<file path="src/rtl/usr_sipo_receiver.sv">
// Serial-in/parallel-out receiver: assembles WIDTH strobed bits (MSB- or LSB-first)
// into a word held behind a valid/ready handshake, with a sticky overrun flag.
module usr_sipo_receiver #(
  parameter int WIDTH = 8
) (
  input  logic             CLK,
  input  logic             RST,
  input  logic             SI,
  input  logic             SI_VLD,
  input  logic             DIR,
  input  logic             CLR,
  input  logic             PO_RDY,
  output logic [WIDTH-1:0] PO,
  output logic             PO_VLD,
  output logic             BUSY,
  output logic             OVR
);

  localparam int CNT_W = (WIDTH > 2) ? $clog2(WIDTH) : 1;
  localparam logic [CNT_W-1:0] CNT_ONE  = CNT_W'(1);
  localparam logic [CNT_W-1:0] CNT_LAST = CNT_W'(WIDTH - 1);

  typedef enum logic {
    ST_IDLE  = 1'b0,
    ST_SHIFT = 1'b1
  } state_t;

  logic [WIDTH-1:0] sreg_r, sreg_nxt_s;
  logic [CNT_W-1:0] cnt_r, cnt_nxt_s;
  logic             dir_r, dir_nxt_s;
  logic [WIDTH-1:0] po_r, po_nxt_s;
  logic             po_vld_r, po_vld_nxt_s;
  logic             ovr_r, ovr_nxt_s;
  logic             busy_r, busy_nxt_s;
  state_t           state_s;
  logic             shift_right_s;
  logic [WIDTH-1:0] shifted_s;
  logic             complete_s;
  logic             free_s;

  function automatic logic [WIDTH-1:0] shift_bit(input logic [WIDTH-1:0] cur,
                                                 input logic bit_in,
                                                 input logic right);
    logic [WIDTH-1:0] res;
    if (right) begin
      res = {bit_in, cur[WIDTH-1:1]};
    end else begin
      res = {cur[WIDTH-2:0], bit_in};
    end
    return res;
  endfunction

  // The bit counter doubles as the state: zero means no word is in progress.
  assign state_s       = (cnt_r == '0) ? ST_IDLE : ST_SHIFT;
  assign shift_right_s = (state_s == ST_IDLE) ? DIR : dir_r;
  assign shifted_s     = shift_bit(sreg_r, SI, shift_right_s);
  assign complete_s    = SI_VLD && (cnt_r == CNT_LAST);
  assign free_s        = !po_vld_r || PO_RDY;

  // State register for the whole receiver.
  always_ff @(posedge CLK or negedge RST) begin
    if (!RST) begin
      sreg_r   <= '0;
      cnt_r    <= '0;
      dir_r    <= 1'b0;
      po_r     <= '0;
      po_vld_r <= 1'b0;
      ovr_r    <= 1'b0;
      busy_r   <= 1'b0;
    end else begin
      sreg_r   <= sreg_nxt_s;
      cnt_r    <= cnt_nxt_s;
      dir_r    <= dir_nxt_s;
      po_r     <= po_nxt_s;
      po_vld_r <= po_vld_nxt_s;
      ovr_r    <= ovr_nxt_s;
      busy_r   <= busy_nxt_s;
    end
  end

  // Next-state logic: clear wins, then bit shifting, then completion/accept.
  always_comb begin
    sreg_nxt_s   = sreg_r;
    cnt_nxt_s    = cnt_r;
    dir_nxt_s    = dir_r;
    po_nxt_s     = po_r;
    po_vld_nxt_s = po_vld_r;
    ovr_nxt_s    = ovr_r;
    if (CLR) begin
      sreg_nxt_s   = '0;
      cnt_nxt_s    = '0;
      dir_nxt_s    = 1'b0;
      po_nxt_s     = '0;
      po_vld_nxt_s = 1'b0;
      ovr_nxt_s    = 1'b0;
    end else begin
      if (SI_VLD) begin
        sreg_nxt_s = shifted_s;
        case (state_s)
          ST_IDLE: begin
            dir_nxt_s = DIR;
            cnt_nxt_s = CNT_ONE;
          end
          ST_SHIFT: begin
            if (complete_s) begin
              cnt_nxt_s = '0;
            end else begin
              cnt_nxt_s = cnt_r + CNT_ONE;
            end
          end
          default: begin
            cnt_nxt_s = '0;
          end
        endcase
      end else begin
        sreg_nxt_s = sreg_r;
      end
      // A completion into a full, unaccepted holding register is dropped.
      if (complete_s) begin
        if (free_s) begin
          po_nxt_s     = shifted_s;
          po_vld_nxt_s = 1'b1;
        end else begin
          ovr_nxt_s = 1'b1;
        end
      end else if (po_vld_r && PO_RDY) begin
        po_vld_nxt_s = 1'b0;
      end else begin
        po_vld_nxt_s = po_vld_r;
      end
    end
  end

  // Output decode: BUSY is registered from the next bit count.
  always_comb begin
    busy_nxt_s = 1'b0;
    if (cnt_nxt_s != '0) begin
      busy_nxt_s = 1'b1;
    end else begin
      busy_nxt_s = 1'b0;
    end
  end

  assign PO     = po_r;
  assign PO_VLD = po_vld_r;
  assign BUSY   = busy_r;
  assign OVR    = ovr_r;

endmodule

</file>
<file path="config.mk">
export PLATFORM = sky130hd
export DESIGN_NAME = usr_sipo_receiver
export DESIGN_NICKNAME = d
export VERILOG_FILES = /design/src/rtl/usr_sipo_receiver.sv
export SDC_FILE = /design/constraint.sdc
export NUM_CORES = 1
export LEC_CHECK = 0
export CAP_MARGIN = 20
export CORE_ASPECT_RATIO = 0.6
export CORE_MARGIN = 1
export CORE_UTILIZATION = 39
export DETAILED_ROUTE_END_ITERATION = 6
export PLACE_DENSITY = 0.61
export SLEW_MARGIN = 20
export SYNTH_ARGS = -nofsm -noshare
export SYNTH_HDL_FRONTEND = slang
export SYNTH_SLANG_ARGS = --single-unit
</file>
<file path="constraint.sdc">
create_clock -name CLK -period 1.98 [get_ports CLK]
set_clock_uncertainty 0.15 [all_clocks]
set_input_delay 0.396 -clock CLK [delete_from_list [all_inputs] [get_ports CLK]]
set_output_delay 0.396 -clock CLK [all_outputs]
set_load 0.05 [all_outputs]
</file>
==> impl_results.md, run 1 <==
* Post-synth top area share at 0.5483
* Drt first pass iters at 3
* Initial Util at 0.4162
* Async set-reset flop share out of synthesis at 1.000
* Overall die area at roughly 2900 um2
* Die H at between 40 and 50 um
* Cell Pwr Density at 731.1 nW/um2
* Primary FF master, synth: dfrtp_1
* Syn nets at 106
* CP Data Arrival Time at around 1900 ps
* Status: completed
* Syn Inst Count at 96
* First-pass GRT wire length at around 3600 um
* Routability cong. at 0.7713
* Met2 Use GR at 0.2291
* Adder-Cell Fraction of Synth Area at 0.03576
* Total Wirelength at 2136 um
* Sinks on Clock Net at 23
* Max-Cap Viols at 0
* Iteration-0 DRC Markers at 35
* RSZ-0062 raised after global routing: no
* Placed instance area at 1277 um2
* Initial antenna violation count at 0
* Fill count at 216
* Crit Path Class: register to register
* Hold/Removal Path Class: primary input to asynchronous set/reset pin
* Max_slew headroom at 0.7923
* # nets final at 130
* Grt peak-use layer: met1
* FF+latch count, synth at 23
* Post-Syn Area per Cell at roughly 11 um2
* Synth area leaders: dfrtp_1 (55%), a211oi_1 (14%), mux2i_1 (8.6%), nor2_1 (8.6%), ha_1 (3.6%)
* Overflow after GRT at 0
* Number of flops mapped to enable cells by yosys at 0
* Inst Count DP at about 150
* Critical Path Start Type: register
* Final-report setup violation count at 0
* Final Instance Area at between 1000 and 1500 um2
* CTS Buf Count at 3
* CP required at about 2000 ps
* DR WL/cell at ~14 um
* Largest family of logic cells by synthesized area: compound AO/OA/AOI/OAI gates
* Diode count at 0
* Post-synthesis xor/xnor area fraction at 0
* Vias at 790
* Synth Area in Compound Gates at 0.1514
* Share of layout cells above drive strength 1 at 0.2521
* Maximum VDD drop at roughly 270 uV
* Util after Layout at 0.5357
* Area leader, netlist: dfrtp_1
* DRC at 0
* Final Slew Violations at 0
* Worst-path fanout max at 9
* Critical Path End Type: register
* Final Cycle Share at 0.9656
* WHS at ~320 ps
* HPWL after detailed placement at approximately 1500 um
* Clock tree buffer depth at 2
* # IOs at 18
* Syn-to-layout area delta at 28.73%
* Mux cell area share after synthesis at 0.1073
* Post-synthesis sequential area ratio at 0.5483
* Leakage at 0.6210 nW
* Distinct cells, synth at 17
* Total power at around 0.99 mW
* Post-synth top cells: nor2_1 (24), dfrtp_1 (23), a211oi_1 (19)
* M3 GR Usage at 0.07609
* Yosys warning count at 0
* Register area at ~580 um2
* Post-CTS setup buffers at 0
* Worst-Margin Slew at roughly 310 ps
* CTS root buf: clkbuf_8
* # H-tree levels at 1
* Simple-gate share of the synthesized area at 0.1204
* Layout Cells excl Fill at approximately 150
* Clk_lat worst skew at roughly 270 ps
* Vias in the first global route at 748
* Multi-input gate area at between 400 and 500 um2
* Port-buffer cells at 17
* Core Region at ~2500 um2
* # rows at 14
* Pin count of the biggest net entering global routing at 24
* Die X at about 70 um
* Crit path time final at between 1500 and 2000 ps
* Max Freq at 523.1 MHz
* CTS clk-pin slew, worst paths at roughly 90 ps
* Count leader, synth: nor2_1
* CTS tree: built
* Antenna viol nets, final at 0
* Via density at 5.232
* Met1 global-route usage at 0.2574
* Total track usage at 0.1748
* Hold Vio Cnt, Final at 0
* Synthesized cell area at roughly 1000 um2
==> final timing paths <==
check | startpoint | end | slack [ps] | depth (start not counted)
worst min-delay path | RST | PO[1] | 320 | 2
worst max-delay path | cnt_r[0] | sreg_r[2] | 70 | 7
max in group asynchronous | RST | sreg_r[6] | 1120 | 2
worst min register to register | OVR | OVR | 370 | 2
min in group CLK | OVR | OVR | 370 | 2
worst max register to register | cnt_r[0] | sreg_r[2] | 70 | 7
==> metrics by stage <==
stage                     setup TNS (ps)  worst slack (ps)
after floorplan                        0             173.3
after global placement                 0             15.99
after detailed placement          -6.548            -6.548
after CTS                              0             16.58
after global routing                   0             1.086
final                                  0             68.18
==> layout by cell type (no fill, tap or decap), types with 2 or more instances in the layout <==
cell type / synthesis / routed
ha_1: 3 / 3
mux2i_4: 1 / 2
nor2_1: 24 / 24
mux2i_1: 9 / 4
a211oi_1: 19 / 19
clkdlybuf4s50_1: 0 / 6
mux2i_2: 0 / 4
inv_1: 3 / 3
buf_4: 1 / 18
clkbuf_8: 0 / 3
dfrtp_1: 23 / 23
a21oi_1: 2 / 2
==> state kept, by name (all words and copies together), names as in the netlist <==
register  flops
OVR           1
cnt_r         3
PO            8
dir_r         1
sreg_r        8
BUSY          1
PO_VLD        1
==> where the power goes <==
part	total (mW)	leakage, nW	switching (mW)	internal [mW]
sequential	0.508	0.310	0.0180	0.490
clock	0.295	0.0255	0.154	0.141
combinational	0.185	0.285	0.0969	0.0884
total	0.988	0.621	0.269	0.719
==> routing by layer <==
layer  part of all wire  vias to the layer above
li1                   -                      388
met1               0.52                      383
met2               0.42                       17
met3              0.056                        2
met4             0.0037                        0
met5                  0                        -
==> worst max-delay path, stage by stage (launching register included) <==
cell and delay [ps]:
dfrtp_1 390, inv_1 70, ha_1 170, nor2b_4 200
mux2i_4 260, buf_12 170, mux2i_1 270, a211oi_1 110
==> logic make-up after synthesis <==
kind of cell / after synthesis
multiplexers: 10
flip-flops: 23
adder cells (fa/ha/maj): 3
AND/OR/NAND/NOR: 29
AO/OA/AOI/OAI: 22
buffers and inverters: 9
==> what timing repair did <==
| item | CTS | global route |
|---|---|---|
| hold buffers | 0 | 0 |
| endpoints found under the setup margin | 0 | 6 |
| resized for setup | 0 | 6 |
==> area by class of cell <==
class | count | area share
Clock inverter | 1 | 0.003704
Inverter | 3 | 0.008333
Multi-Input combinational cell | 64 | 0.3426
Tap cell | 32 | 0.02963
Timing Repair Buffer | 25 | 0.1593
Clock buffer | 3 | 0.03056
Sequential cell | 23 | 0.4259
No activity file was read; power rests on OpenSTA's default activity.
==> run 2: changes to the inputs <==
SLEW_MARGIN = not set   (was 20)
==> results of run 2 <==
Same layout as run 1: the final DEF is identical, and so are final timing and power.
==> run 3: changes to the inputs <==
GPL_TIMING_DRIVEN = 0   (was not set)
HOLD_SLACK_MARGIN = 0.03   (was not set)
==> impl_results.md, run 3 (synthesis gave the netlist of run 1 again) <==
* Port-buffer cells at 16 (-1)
* Max_slew headroom at 0.5966 (-0.1957)
* Clock tree buffer depth at 2 (unchanged)
* Setup TNS at 0 ps (unchanged)
* Critical Path End Type: register
* CTS root buf: clkbuf_8
* Max-Cap Viols at 0 (unchanged)
* Hold Vio Cnt, Final at 0 (unchanged)
* Switching power at 0.3006 mW (+12%)
* Net Sw Frac at 0.2824 (+0.01018)
* Sinks on Clock Net at 23 (unchanged)
* Cells on worst reg2reg path at 7 (unchanged)
* Status: completed
* Core Region at 2522 um2 (unchanged)
* # H-tree levels at 1 (unchanged)
* Highest Signal Layer: met4
* Diode count at 0 (unchanged)
* # IOs at 18 (unchanged)
* DRC at 0 (unchanged)
* Fill count at 196 (-9.3%)
* # nets final at 133 (+2.3%)
* Hold/Removal Path Class: primary input to asynchronous set/reset pin
* Cts hold-fix bufs at 0 (unchanged)
* Cell Pwr Density at 676.3 nW/um2 (-7.5%)
* Crit Path Class: register to register
* Via density at 5.312 (+1.5%)
* Die H at 42.19 um (unchanged)
* R2r startpoint: cnt_r[0]
* M1 WL at 1274 um (+14%)
* Final Cycle Share at 0.9985 (+0.03296)
* Maximum VDD drop at 376.0 uV (+37%)
* Clk_lat worst skew at 270 ps (about the same)
* Pin count of the biggest net entering global routing at 24 (unchanged)
* Drt first pass iters at 4 (+1)
* Initial Util at 0.4162 (unchanged)
* DR WL met3 at 153 um (+29%)
* Total track usage at 0.1763 (+0.001545)
* Initial antenna violation count at 0 (unchanged)
* Final Slew Violations at 0 (unchanged)
* CP Data Arrival Time at 1950 ps (+50 ps)
* DR WL/cell at 16.24 um (+15%)
* Syn-to-layout area delta at 49.94%
* Routability cong. at 0.8121 (+5.3%)
* Critical Path Start Type: register
* Most frequent cells in the layout: dfrtp_1 (23), nor2_1 (23), a211oi_1 (10)
* CTS clk-pin slew, worst paths at 90 ps (about the same)
* Final-report setup violation count at 0 (unchanged)
* Crit path time final at 1977 ps (+65.27 ps)
* First-pass GRT wire length at 3670 um (+2.1%)
* Vias in the first global route at 754 (+0.80%)
* Comb pwr share at 0.241 (+0.053)
* R2R Setup Slk at 3 ps (-70 ps)
* Util after Layout at 0.6240 (+0.08829)
* Internal at 0.7640 mW (+6.3%)
* Overflow after GRT at 0 (unchanged)
* Antenna viol nets, final at 0 (unchanged)
* HPWL after detailed placement at 1531 um (-0.28%)
* RSZ-0062 raised after global routing: yes
* Total Wirelength at 2501 um (+17%)
* Iteration-0 DRC Markers at 35 (unchanged)
* Die X at 68.98 um (unchanged)
* CTS Buf Count at 3 (unchanged)
* Worst-path fanout max at 4 (-5)
* Worst-Margin Slew at 605.2 ps (+295.5 ps)
* Share of layout cells above drive strength 1 at 0.3033 (+0.05118)
* CP required at 1960 ps (about the same)
* CTS tree: built
* Pre-CTS WS at -169.8 ps (-163.2 ps)
* Register share of total power at 0.483 (-0.031)
* Overall die area at 2910 um2 (unchanged)
* Vias at 818 (+3.5%)
* Part of the power in the clock network at 0.275 (-0.023)
* Worst r2r dst: sreg_r[4]
* Max Freq at 505.8 MHz (-3.3%)
* # rows at 14 (unchanged)
* Met2 wire len at 1068 um (+19%)
* Leakage at 0.7916 nW (+27%)
* Setup slack after layout at 2.910 ps (-65.27 ps)
[run 3: what timing repair did]
action,in CTS,in global routing
cloned,0,1
pin swaps,0,10
setup buffers,1,3
gates resized for setup,3,43
setup endpoints to repair,18,25
[run 3: how the worst max path moves through the flow]
stage / start / endpoint / slack, ps
2_1_floorplan: cnt_r[0] / sreg_r[2] / 170
3_3_place_gp: CLR / PO_VLD / -150
3_5_place_dp: CLR / PO_VLD / -170
4_1_cts: PO[7] / PO[7] / 4
5_1_grt: cnt_r[0] / sreg_r[2] / -90
6_report: cnt_r[0] / sreg_r[4] / 3
[run 3: critical path, cell delays in order, from the launching register on]
cell	delay [ps]
dfrtp_1	420
inv_2	80
ha_4	120
nor2b_4	190
mux2i_4	320
clkbuf_16	200
mux2i_4	270
a211oi_2	90
[run 3: layout make-up]
| type | instances | area, um2 | share of cell area |
|---|---|---|---|
| well taps | 32 | 40.04 | 0.02544 |
| clock buffers | 3 | 41.29 | 0.02623 |
| flip-flops and latches | 23 | 575.6 | 0.3657 |
| inverters | 3 | 11.26 | 0.007154 |
| repair buffers | 22 | 275.3 | 0.1749 |
| multi-input cells | 64 | 594.3 | 0.3776 |
| clock inverters | 1 | 5.005 | 0.003180 |
| plain buffers | 6 | 31.28 | 0.01987 |
[run 3: through the flow]
stage	cells	area, um2	hold slack (ps)	power (mW)
2_1_floorplan	96	1050	-49.59	0.6140
3_3_place_gp	144	1250	350.4	0.6640
3_5_place_dp	144	1250	358.5	0.6660
4_1_cts	149	1316	225.7	0.9701
5_1_grt	154	1574	182.4	1.119
6_report	154	1574	195.4	1.065
[run 3: power groups by stage]
stage	combinational (mW)	sequential [mW]	clock, mW
after floorplan	0.0898	0.524	0
after global placement	0.150	0.514	0
after detailed placement	0.152	0.514	0
after CTS	0.165	0.505	0.300
after global routing	0.272	0.518	0.329
final	0.257	0.515	0.293
[run 3: per-layer routing]
metal	global-route usage	vias to the layer above
met1	0.2767	402
met2	0.2388	21
met3	0.06522	2
met4	0.01224	0
li1	-	393
met5	0	-
